$ cat config.mk
export PLATFORM = sky130hd
export DESIGN_NAME = multiply_acc
export DESIGN_NICKNAME = d
export VERILOG_FILES = /design/src/rtl/mac_pkg.sv /design/src/rtl/mac_mult.sv /design/src/rtl/multiply_acc.sv
export SDC_FILE = /design/constraint.sdc
export NUM_CORES = 1
export LEC_CHECK = 0
export ABC_CLOCK_PERIOD_IN_PS = 6500
export CORE_MARGIN = 4
export CORE_UTILIZATION = 51
export DETAILED_ROUTE_END_ITERATION = 8
export PLACE_DENSITY = 0.77
export SYNTH_ARGS = -nofsm -noshare
export SYNTH_HDL_FRONTEND = slang
export SYNTH_HIERARCHICAL = 1
export SYNTH_SLANG_ARGS = --single-unit
$ cat constraint.sdc
create_clock -name clk -period 6.5 [get_ports clk]
set_input_delay 1.3 -clock clk [delete_from_list [all_inputs] [get_ports clk]]
set_output_delay 1.3 -clock clk [all_outputs]
set_load 0.02 [all_outputs]
$ cat src/rtl/mac_pkg.sv
// Shared definitions for the multiply-accumulate element.
//   res_width : width of the accumulator/result for given sample/coef widths
//   sat_clamp : clamps a wide signed sum into a signed field of 'width' bits
package mac_pkg;

  function automatic int res_width(input int img_w, input int ker_w);
    return img_w + ker_w + 1;
  endfunction

  // Works on a 64-bit carrier so one helper serves any result width up to 63.
  function automatic logic signed [63:0] sat_clamp(input logic signed [63:0] sum,
                                                   input int               width);
    logic signed [63:0] max_v;
    logic signed [63:0] min_v;
    max_v = (64'sd1 <<< (width - 1)) - 64'sd1;
    min_v = -(64'sd1 <<< (width - 1));
    if (sum > max_v)
      return max_v;
    else if (sum < min_v)
      return min_v;
    else
      return sum;
  endfunction

endpackage

$ cat src/rtl/mac_mult.sv
// Two-stage registered signed multiplier with valid pipeline.
//   clk      : clock, rising edge
//   rst      : asynchronous active-low reset, clears all stages
//   val      : input valid
//   img, ker : signed sample / coefficient
//   prod     : registered full-precision product (IMG_WIDTH+KER_WIDTH bits)
//   prod_vld : valid flag travelling with prod
module mac_mult #(
  parameter int IMG_WIDTH = 16,
  parameter int KER_WIDTH = 8
) (
  input  logic                                  clk,
  input  logic                                  rst,
  input  logic                                  val,
  input  logic signed [IMG_WIDTH-1:0]           img,
  input  logic signed [KER_WIDTH-1:0]           ker,
  output logic signed [IMG_WIDTH+KER_WIDTH-1:0] prod,
  output logic                                  prod_vld
);

  localparam int PROD_W = IMG_WIDTH + KER_WIDTH;

  logic signed [IMG_WIDTH-1:0] img_p0;
  logic signed [KER_WIDTH-1:0] ker_p0;
  logic                        vld_p0;
  logic signed [PROD_W-1:0]    prod_c;
  logic signed [PROD_W-1:0]    prod_p1;
  logic                        vld_p1;

  // S1: input capture
  always_ff @(posedge clk or negedge rst) begin
    if (!rst) begin
      img_p0 <= '0;
      ker_p0 <= '0;
      vld_p0 <= 1'b0;
    end else begin
      img_p0 <= img;
      ker_p0 <= ker;
      vld_p0 <= val;
    end
  end

  assign prod_c = PROD_W'(img_p0) * PROD_W'(ker_p0);

  // S2: product register
  always_ff @(posedge clk or negedge rst) begin
    if (!rst) begin
      prod_p1 <= '0;
      vld_p1  <= 1'b0;
    end else begin
      prod_p1 <= prod_c;
      vld_p1  <= vld_p0;
    end
  end

  assign prod     = prod_p1;
  assign prod_vld = vld_p1;

endmodule

$ cat src/rtl/multiply_acc.sv
// Signed multiply-accumulate element for the convolution datapath.
// Products of a contiguous run of valid beats are summed with saturation;
// the result register holds its value between bursts.
//   clk    : clock, rising edge
//   rst    : asynchronous active-low reset
//   val    : input valid
//   img    : signed image sample (IMG_WIDTH)
//   ker    : signed kernel coefficient (KER_WIDTH)
//   result : registered saturated running sum (IMG_WIDTH+KER_WIDTH+1)
module multiply_acc
  import mac_pkg::*;
#(
  parameter  int IMG_WIDTH = 16,
  parameter  int KER_WIDTH = 8,
  localparam int RES_WIDTH = res_width(IMG_WIDTH, KER_WIDTH)
) (
  input  logic                        clk,
  input  logic                        rst,
  input  logic                        val,
  input  logic signed [IMG_WIDTH-1:0] img,
  input  logic signed [KER_WIDTH-1:0] ker,
  output logic signed [RES_WIDTH-1:0] result
);

  localparam int PROD_W = IMG_WIDTH + KER_WIDTH;

  logic signed [PROD_W-1:0]    prod_p1;
  logic                        vld_p1;
  logic                        vld_p2;
  logic signed [RES_WIDTH-1:0] acc_p2;
  logic signed [RES_WIDTH:0]   sum_p2;

  function automatic logic signed [RES_WIDTH-1:0] sat_acc(input logic signed [RES_WIDTH:0] sum);
    return RES_WIDTH'(sat_clamp(64'(sum), RES_WIDTH));
  endfunction

  mac_mult #(
    .IMG_WIDTH (IMG_WIDTH),
    .KER_WIDTH (KER_WIDTH)
  ) u_mult (
    .clk      (clk),
    .rst      (rst),
    .val      (val),
    .img      (img),
    .ker      (ker),
    .prod     (prod_p1),
    .prod_vld (vld_p1)
  );

  // One guard bit above the accumulator catches overflow in either direction.
  assign sum_p2 = (RES_WIDTH+1)'(acc_p2) + (RES_WIDTH+1)'(prod_p1);

  // S3: accumulate; vld_p2 remembers whether the previous S2 cycle was valid,
  // so a valid beat after any idle cycle restarts the sum.
  always_ff @(posedge clk or negedge rst) begin
    if (!rst) begin
      acc_p2 <= '0;
      vld_p2 <= 1'b0;
    end else begin
      vld_p2 <= vld_p1;
      if (vld_p1)
        acc_p2 <= vld_p2 ? sat_acc(sum_p2) : RES_WIDTH'(prod_p1);
    end
  end

  assign result = acc_p2;

endmodule

After elaboration in Yosys (flattened, before gate mapping)
Index checks and enable logic that the tools add are counted.
W data, S select, Z words.

storage, ports and cells
  bits of input ports = 27
  output and inout bits = 25
  logic and storage cells = 14
  register bits after elaboration = 76

cells by class
  magnitude comparators = 2
  multiplexer cells = 3
  $add $sub $neg = 1
  multiply operators = 1

operator list
  operator                number
  $mux W25                3
  $add A25 B24 Y26        1
  $gt A26 B25 Y1 const B  1
  $lt A26 B25 Y1 const B  1
  $mul A16 B8 Y24         1

Depth between registers and ports, before layout
Gate-level depths: netlist of the first run.

  word-level depth = 5
  depth in mapped cells = 18
  gate-level depth less buffers = 16

By module
The synthesis of the first run kept the hierarchy.

modules (own cells, without submodules)
  module        cells each  seq. area each (um2)  instances  area each (um2)
  mac_mult      584         1251.2                1          5885.6
  multiply_acc  315         650.6                 1          2585.0

Worst setup path after synthesis of the first run
OpenSTA, ideal clock, no wires.

  path type = register to register
  start = register u_mult.ker_p0[7]
  end = register u_mult.prod_p1[21] (netlist: u_mult/prod[21])
  library setup time = 0.079 ns
  path buffers = 1
  data required time = 6.421 ns
  clock period less this slack = 4.545 ns
  path slack = 1.955 ns
  stages on the path, launching flop included = 17
  arrival time = 4.466 ns
  cells stage by stage = dfrtp_1 inv_1 buf_1 nor2_1 fa_1 fa_1 fa_1 inv_1 fa_1 inv_1 ha_1 o211ai_1 o21a_2 a211oi_4 o211a_4 o21ba_1 xor2_1

between the ends
  word-level cells in the longest chain between the ends = 1

RTL lines
  element                   line            RTL
  start: declaration        mac_mult.sv:24  logic signed [KER_WIDTH-1:0] ker_p0;
  start signal: assignment  mac_mult.sv:38  ker_p0 <= ker;
  $mul A16 B8 Y24           mac_mult.sv:43  assign prod_c = PROD_W'(img_p0) * PROD_W'(ker_p0);
  net u_mult.prod_c[21]     mac_mult.sv:26  logic signed [PROD_W-1:0] prod_c;
  end signal: assignment    mac_mult.sv:51  prod_p1 <= prod_c;
  end: declaration          mac_mult.sv:27  logic signed [PROD_W-1:0] prod_p1;

The timed path passes the listed nets, and every way through them passes these cells.
A chain may end at the register's enable or synchronous reset.

Worst setup path in the final report of the first run
  start = register u_mult.ker_p0[3]
  end = register u_mult.prod_p1[23] (netlist: u_mult/prod[23])

Same word-level chain as after synthesis.

==> summary.md, run 1 <==
| Metric | Value |
|---|---|
| WL/cell | `14.8 µm` |
| Status | `finished clean` |
| DRT Wirelength | `17100 µm` |
| Max-slew violations | `0` |
| Initial Util | `0.528` |
| Setup violators final | `0` |
| Largest net degree at the start of global routing | `77` |
| Req. time, crit path | `6.77 ns` |
| Number of antenna violations at the first check in global routing | `0` |
| Core footprint | `16100 µm²` |
| Lkg Pwr | `4.45 nW` |
| RSZ-0062 raised after global routing | `no` |
| GRT Util Overall | `0.198` |
| Synthesis-to-finish area growth | `11.9%` |
| Cell Area, Synth | `8470 µm²` |
| Ports | `52` |
| CTS root buffer | `clkbuf_16` |
| Buf/Inv on CP | `3` |
| Die X | `137 µm` |
| Slew margin rel. | `0.176` |
| CTS tree | `done` |
| Post_cts resized | `0` |
| NumNets Final | `1140` |
| Crit path kind | `reg -> reg` |
| Crit Path Max Fanout | `16` |
| Final worst path period need | `4.78 ns` |
| Chip height | `137 µm` |
| Slowest-stage cell, CP | `fa_1` |
| ANT cells | `0` |
| Final TNS setup | `0 ns` |
| CTS buffer count | `9` |
| Share of cells above drive strength 1 | `0.0434` |
| Yosys top cell area share | `0.246` |
| FF-to-FF setup slack | `1.72 ns` |
| Seq cells post-synth | `76` |
| Cell variety after synth | `61` |
| First-pass iteration count of the detailed router | `5` |
| Vias per std cell | `5.28` |
| Post-CTS Setup Inserts | `0` |
| Clock sinks | `76` |
| Die ar. | `18700 µm²` |
| CP Data Arrival Time | `5.05 ns` |
| Rows | `46` |
| Cell family with most CP delay | `adder cells` |
| Vias in the first global route | `6096` |
| Slew @ Worst Pin | `1.24 ns` |
| DP Worst Slack | `1.73 ns` |
| Mean Syn Cell Area | `9.42 µm²` |
| Drt drc | `0` |
| DR iter-0 viols | `304` |
| Maximum buffer depth of the clock tree | `2` |
| Fmax | `209 MHz` |
| Endpoints failing hold | `0` |
| Non-Filler Instances | `1160` |
| GPL Wtd Cong | `0.876` |
| CTS H-tree depth | `3` |
| Cell mode on critical path | `fa_1` |
| Crit path cell chain | `nand2_1 -> fa_1 -> inv_1 -> fa_1 -> fa_1 -> inv_1 -> fa_1 -> inv_1 -> ha_1 -> a21o_1 -> a21oi_1 -> or3b_1 -> o221ai_2 -> xnor2_1` |
| First-pass GRT wire length | `29500 µm` |
| Slowest stage delay, CP | `0.65 ns` |
| Post-Place Cells | `1144` |
| Ys flop type | `dfrtp_1` |
| Hold crit path type | `reg -> reg` |
| CTS clk-pin slew, worst paths | `0.06 ns` |
| Slack of the critical path | `1.72 ns` |
| Sequential area share after synthesis | `0.225` |
| Mapped Cells | `899` |
| Worst skew pair latency | `0.35 ns` |
| Setup Skew | `0.00781 ns` |
| # port buffers | `51` |
| Max-Cap Viols | `0` |
| Synth area leader | `fa_1` |
| Critical path launch point type | `register` |
| Asr flop ratio synth | `1.00` |
| Maximum VDD drop | `0.268 mV` |
| Final worst-path cycle share | `0.735` |
| GRT overflow | `0` |
| Hpwl dp | `13400 µm` |
| DR vias | `6129` |
| EDFF count, synth | `0` |
| Critical Path Sink Type | `register` |
| Final ANT Viol Nets | `0` |
| Pwr Density | `526 nW/µm²` |
| Syn. warnings | `6` |
| CTS Hold Bufs | `0` |
| Net Count, Synth | `1100` |
| Synth area leaders | `fa_1 (25%), dfrtp_1 (22%), ha_1 (10%), inv_1 (6.8%), and2_1 (6.6%)` |
[per-stage QoR]
| stage | util | instance area [µm²] | power [mW] | hold slack (ns) |
|---|---|---|---|---|
| CTS | 0.591 | 9480 | 4.99 | 0.351 |
| finish | 0.591 | 9480 | 4.98 | 0.350 |
| global placement | 0.571 | 9170 | 4.36 | 0.333 |
| detailed placement | 0.571 | 9170 | 4.43 | 0.336 |
| floorplan | - | 8470 | 3.65 | 0.331 |
| global route | 0.591 | 9480 | 5.50 | 0.362 |
[per-layer routing]
metal,global-route usage,vias up,part of all wire
met3,0.0290,21,0.042
met1,0.286,2981,0.48
met2,0.314,138,0.46
met5,0,-,0
met4,0.0521,0,0.014
li1,-,2989,-
[area by class of cell]
cell class | instances | area (µm²)
Timing Repair Buffer | 53 | 523
Sequential cell | 76 | 1900
Clock buffer | 10 | 239
Tap cell | 216 | 270
Inverter | 154 | 578
Multi-Input combinational cell | 645 | 5900
Fill cell | 1373 | 6580
Clock inverter | 6 | 71.3
[final timing paths]
kind	cells after the start	end	startpoint
max	14	u_mult/prod[23]$_DFF_PN0_	u_mult/ker_p0[3]$_DFF_PN0_
min	0	u_mult/prod_vld$_DFF_PN0_	u_mult/vld_p0$_DFF_PN0_
max reg2reg	14	u_mult/prod[23]$_DFF_PN0_	u_mult/ker_p0[3]$_DFF_PN0_
min reg2reg	0	u_mult/prod_vld$_DFF_PN0_	u_mult/vld_p0$_DFF_PN0_
max in group asynchronous	1	u_mult/prod[3]$_DFF_PN0_	rst
min in group asynchronous	1	result[13]$_DFFE_PN0P_	rst
[cell usage after synthesis, types with 2 or more instances]
cell	instances
or3_1	4
a21oi_1	46
nand2_1	57
a41oi_1	2
nor2_1	55
clkbuf_1	22
a41o_1	2
o21bai_1	3
nand4_1	2
fa_1	104
o41ai_1	2
nand3b_1	3
a211oi_4	2
nand2b_1	12
a21o_1	9
and3_1	2
o22ai_1	3
xnor2_1	32
o21a_1	5
o21ai_0	34
nor3_1	5
inv_1	154
ha_1	70
xor2_1	9
a21boi_1	2
a221o_1	8
o31a_1	3
dfrtp_1	76
a31oi_1	10
mux2_2	7
o31ai_2	2
mux2i_1	3
and2_1	89
a211oi_1	3
o211ai_1	11
nor2b_1	14
nand3_1	7
o2111ai_1	2
[cells by family after synthesis]
| family | share of synthesized area |
|---|---|
| adders and majority gates | 0.349 |
| AOI/OAI and AO/OA | 0.138 |
| buffers and inverters | 0.0790 |
| muxes | 0.0129 |
| DFF | 0.225 |
| xor gates and xnor gates | 0.0424 |
| and+or+nand+nor | 0.155 |
[worst reg2reg max path, cell delays in order (launching register included)]
cell,delay (ns)
dfrtp_1,0.63
nand2_1,0.21
fa_1,0.65
inv_1,0.15
fa_1,0.53
fa_1,0.52
inv_1,0.06
fa_1,0.53
inv_1,0.04
ha_1,0.37
a21o_1,0.21
a21oi_1,0.16
or3b_1,0.37
o221ai_2,0.16
xnor2_1,0.13
[power breakdown]
group	leakage (nW)	internal, mW	switching [mW]	total, mW
clock network	0.151	0.312	0.212	0.524
registers	0.887	0.660	0.150	0.810
logic	3.41	1.62	2.03	3.65
total	4.45	2.59	2.40	4.98
[placed cells by master, fill, tap and decap left out, drive strengths merged, types with 4 or more instances in the layout]
cell type,instances
a31oi,11
a211oi,5
mux2,7
or3,4
nor2b,14
o21ai,34
fa,104
o211ai,12
ha,70
nand2b,12
clkbuf,10
nor2,56
xnor2,32
clkdlybuf4s50,50
nand2,57
inv,156
nor3,5
a21o,9
o21a,6
a21oi,46
dfrtp,76
and2,90
a221o,8
nand3,7
xor2,9
[state kept, by name (all words and copies together) (netlist names)]
signal and count:
result 25, u_mult/img_p0 16, vld_p2 1, u_mult/prod 24, u_mult/prod_vld 1, u_mult/ker_p0 8, u_mult/vld_p0 1
Power figures use the tool's default switching activity.
==> inputs of run 2 (changes only) <==
Settings changed: ABC_CLOCK_PERIOD_IN_PS 6500 to 4190, PLACE_DENSITY 0.77 to 0.8.
Clock period 6.5 ns to 4.19 ns, I/O delays scaled along.
==> summary.md, run 2 (same netlist as run 1, synthesis figures left out) <==
| Metric | Value |
|---|---|
| Critical Path Sink Type | `register` |
| Final worst path period need | `4.32 ns` |
| RSZ-0062 raised after global routing | `yes` |
| WL/cell | `16.6 µm` |
| Hold crit path type | `reg -> reg` |
| Crit path cell chain | `buf_6 -> and2_4 -> fa_1 -> fa_1 -> fa_1 -> inv_2 -> fa_1 -> inv_2 -> ha_4 -> o21a_4 -> o31ai_4 -> a211oi_4 -> o211a_4 -> o221ai_2 -> xnor2_1` |
| Commonest non-fill, non-tap cell in the layout | `inv_1` |
| Die X | `137 µm` |
| Chip height | `137 µm` |
| Largest net degree at the start of global routing | `77` |
| Slowest stage delay, CP | `0.54 ns` |
| DP Worst Slack | `-0.313 ns` |
| Die ar. | `18700 µm²` |
| Fmax | `232 MHz` |
| FF-to-FF setup slack | `-0.13 ns` |
| NumNets Final | `1251` |
| Hpwl dp | `14500 µm` |
| Slew margin rel. | `0.380` |
| Final worst-path cycle share | `1.03` |
| Rows | `46` |
| Drt drc | `0` |
| Initial Util | `0.528` |
| DR vias | `6846` |
| Synthesis-to-finish area growth | `29.4%` |
| CTS H-tree depth | `3` |
| Max reg flops | `25` |
| Status | `finished, violations left` |
| DP Area | `9810 µm²` |
| Lkg Pwr | `5.03 nW` |
| Core Util, Final | `0.683` |
| Slew @ Worst Pin | `0.931 ns` |
| Vias per std cell | `5.39` |
| CTS tree | `done` |
| DRT Wirelength | `21100 µm` |
| Core footprint | `16100 µm²` |
| First-pass GRT wire length | `34000 µm` |
| Cell mode on critical path | `fa_1` |
| Slack of the critical path | `-0.126 ns` |
| Crit path kind | `reg -> reg` |
| Ports | `52` |
| Final ANT Viol Nets | `0` |
| Max-slew violations | `0` |
| Clock sinks | `76` |
| Hold path endpoint | `u_mult/prod_vld$_DFF_PN0_` |
| Req. time, crit path | `4.47 ns` |
| Failing checks | `setup timing` |
| Worst skew pair latency | `0.37 ns` |
| GRT overflow | `0` |
| Worst reg2reg path startpoint | `u_mult/ker_p0[6]$_DFF_PN0_` |
| CTS Hold Bufs | `0` |
| Hold_sp | `u_mult/vld_p0$_DFF_PN0_` |
| R2R cell count | `15` |
| R2r endpoint | `u_mult/prod[23]$_DFF_PN0_` |
| Endpoints failing hold | `0` |
| Most frequent cells in the layout | `inv_1 (135), buf_4 (97), fa_1 (96)` |
| ANT cells | `0` |
| GRT Util Overall | `0.232` |
| Critical path launch point type | `register` |
| CTS clk-pin slew, worst paths | `0.06 ns` |
| Vias in the first global route | `7075` |
| Hold depth | `0` |
| GPL Wtd Cong | `0.909` |
| Design Area, Final | `11000 µm²` |
| DR iter-0 viols | `411` |
| Slowest-stage cell, CP | `fa_1` |
| Buf/Inv on CP | `3` |
| CTS buffer count | `9` |
| First-pass iteration count of the detailed router | `6` |
| Max-Cap Viols | `0` |
| Crit Path Max Fanout | `8` |
| Maximum buffer depth of the clock tree | `2` |
| Maximum VDD drop | `0.430 mV` |
| # port buffers | `51` |
| Pwr Density | `882 nW/µm²` |
| CTS root buffer | `clkbuf_16` |
| Setup Skew | `0.0112 ns` |
| Number of antenna violations at the first check in global routing | `0` |
| Cell family with most CP delay | `adder cells` |
| Share of cells above drive strength 1 | `0.250` |
| CP Data Arrival Time | `4.60 ns` |
| Setup violators final | `9` |
-- run 2: changes by cell type in the layout (fill, tap and decap cells not counted), moves of 11 or more --
cell	change
a21oi_1	-11
ha_4	+17
inv_2	+18
ha_1	-18
dfrtp_2	+12
and2_4	+11
dfrtp_1	-12
and2_1	-11
buf_4	+94
buf_6	+15
inv_1	-19
-- run 2: report_power, final --
| part | switching, mW | internal (mW) |
|---|---|---|
| registers | 0.225 | 1.03 |
| logic | 3.93 | 3.60 |
| clock network | 0.361 | 0.531 |
| total | 4.51 | 5.16 |
-- run 2: through the flow --
stage	std cells	total power, mW	hold slack (ns)	TNS, ns
global route	1271	10.4	0.368	-1.84
finish	1271	9.67	0.349	-0.671
CTS	1264	9.10	0.354	-0.452
global placement	1215	7.44	0.336	-1.45
detailed placement	1215	7.62	0.340	-2.63
floorplan	899	5.83	0.331	0
-- run 2: worst max path at each step --
stage                                           from                        end  slack (ns)  cells after the start
after floorplan           u_mult/ker_p0[7]$_DFF_PN0_  u_mult/prod[21]$_DFF_PN0_       0.002                     16
after detailed placement  u_mult/ker_p0[3]$_DFF_PN0_  u_mult/prod[21]$_DFF_PN0_       -0.31                     14
after global placement    u_mult/ker_p0[3]$_DFF_PN0_  u_mult/prod[21]$_DFF_PN0_       -0.20                     14
final                     u_mult/ker_p0[6]$_DFF_PN0_  u_mult/prod[23]$_DFF_PN0_       -0.13                     15
after global routing      u_mult/ker_p0[6]$_DFF_PN0_  u_mult/prod[23]$_DFF_PN0_       -0.24                     15
after CTS                 u_mult/ker_p0[7]$_DFF_PN0_  u_mult/prod[14]$_DFF_PN0_       -0.09                     16
-- run 2: final cells by class --
| class | instances | area (µm²) |
|---|---|---|
| Multi-Input combinational cell | 645 | 6440 |
| Fill cell | 1116 | 5100 |
| Sequential cell | 76 | 1920 |
| Timing Repair Buffer | 163 | 1420 |
| Inverter | 154 | 581 |
| Tap cell | 216 | 270 |
| Clock buffer | 9 | 225 |
| Clock inverter | 7 | 105 |
| Timing Repair inverter | 1 | 7.51 |
-- run 2: timing repair --
item / in CTS / in global routing
endpoints found under the setup margin: 13 / 13
pin swaps: 73 / 56
resized for setup: 83 / 54
cloned: 1 / 0
buffers inserted: 32 / 10
-- run 2: routing by layer --
| layer | track usage | part of all wire | up-vias |
|---|---|---|---|
| met5 | 0 | 0 | - |
| met4 | 0.0892 | 0.035 | 0 |
| met3 | 0.0507 | 0.059 | 58 |
| met2 | 0.398 | 0.50 | 254 |
| met1 | 0.288 | 0.41 | 3319 |
| li1 | - | - | 3215 |
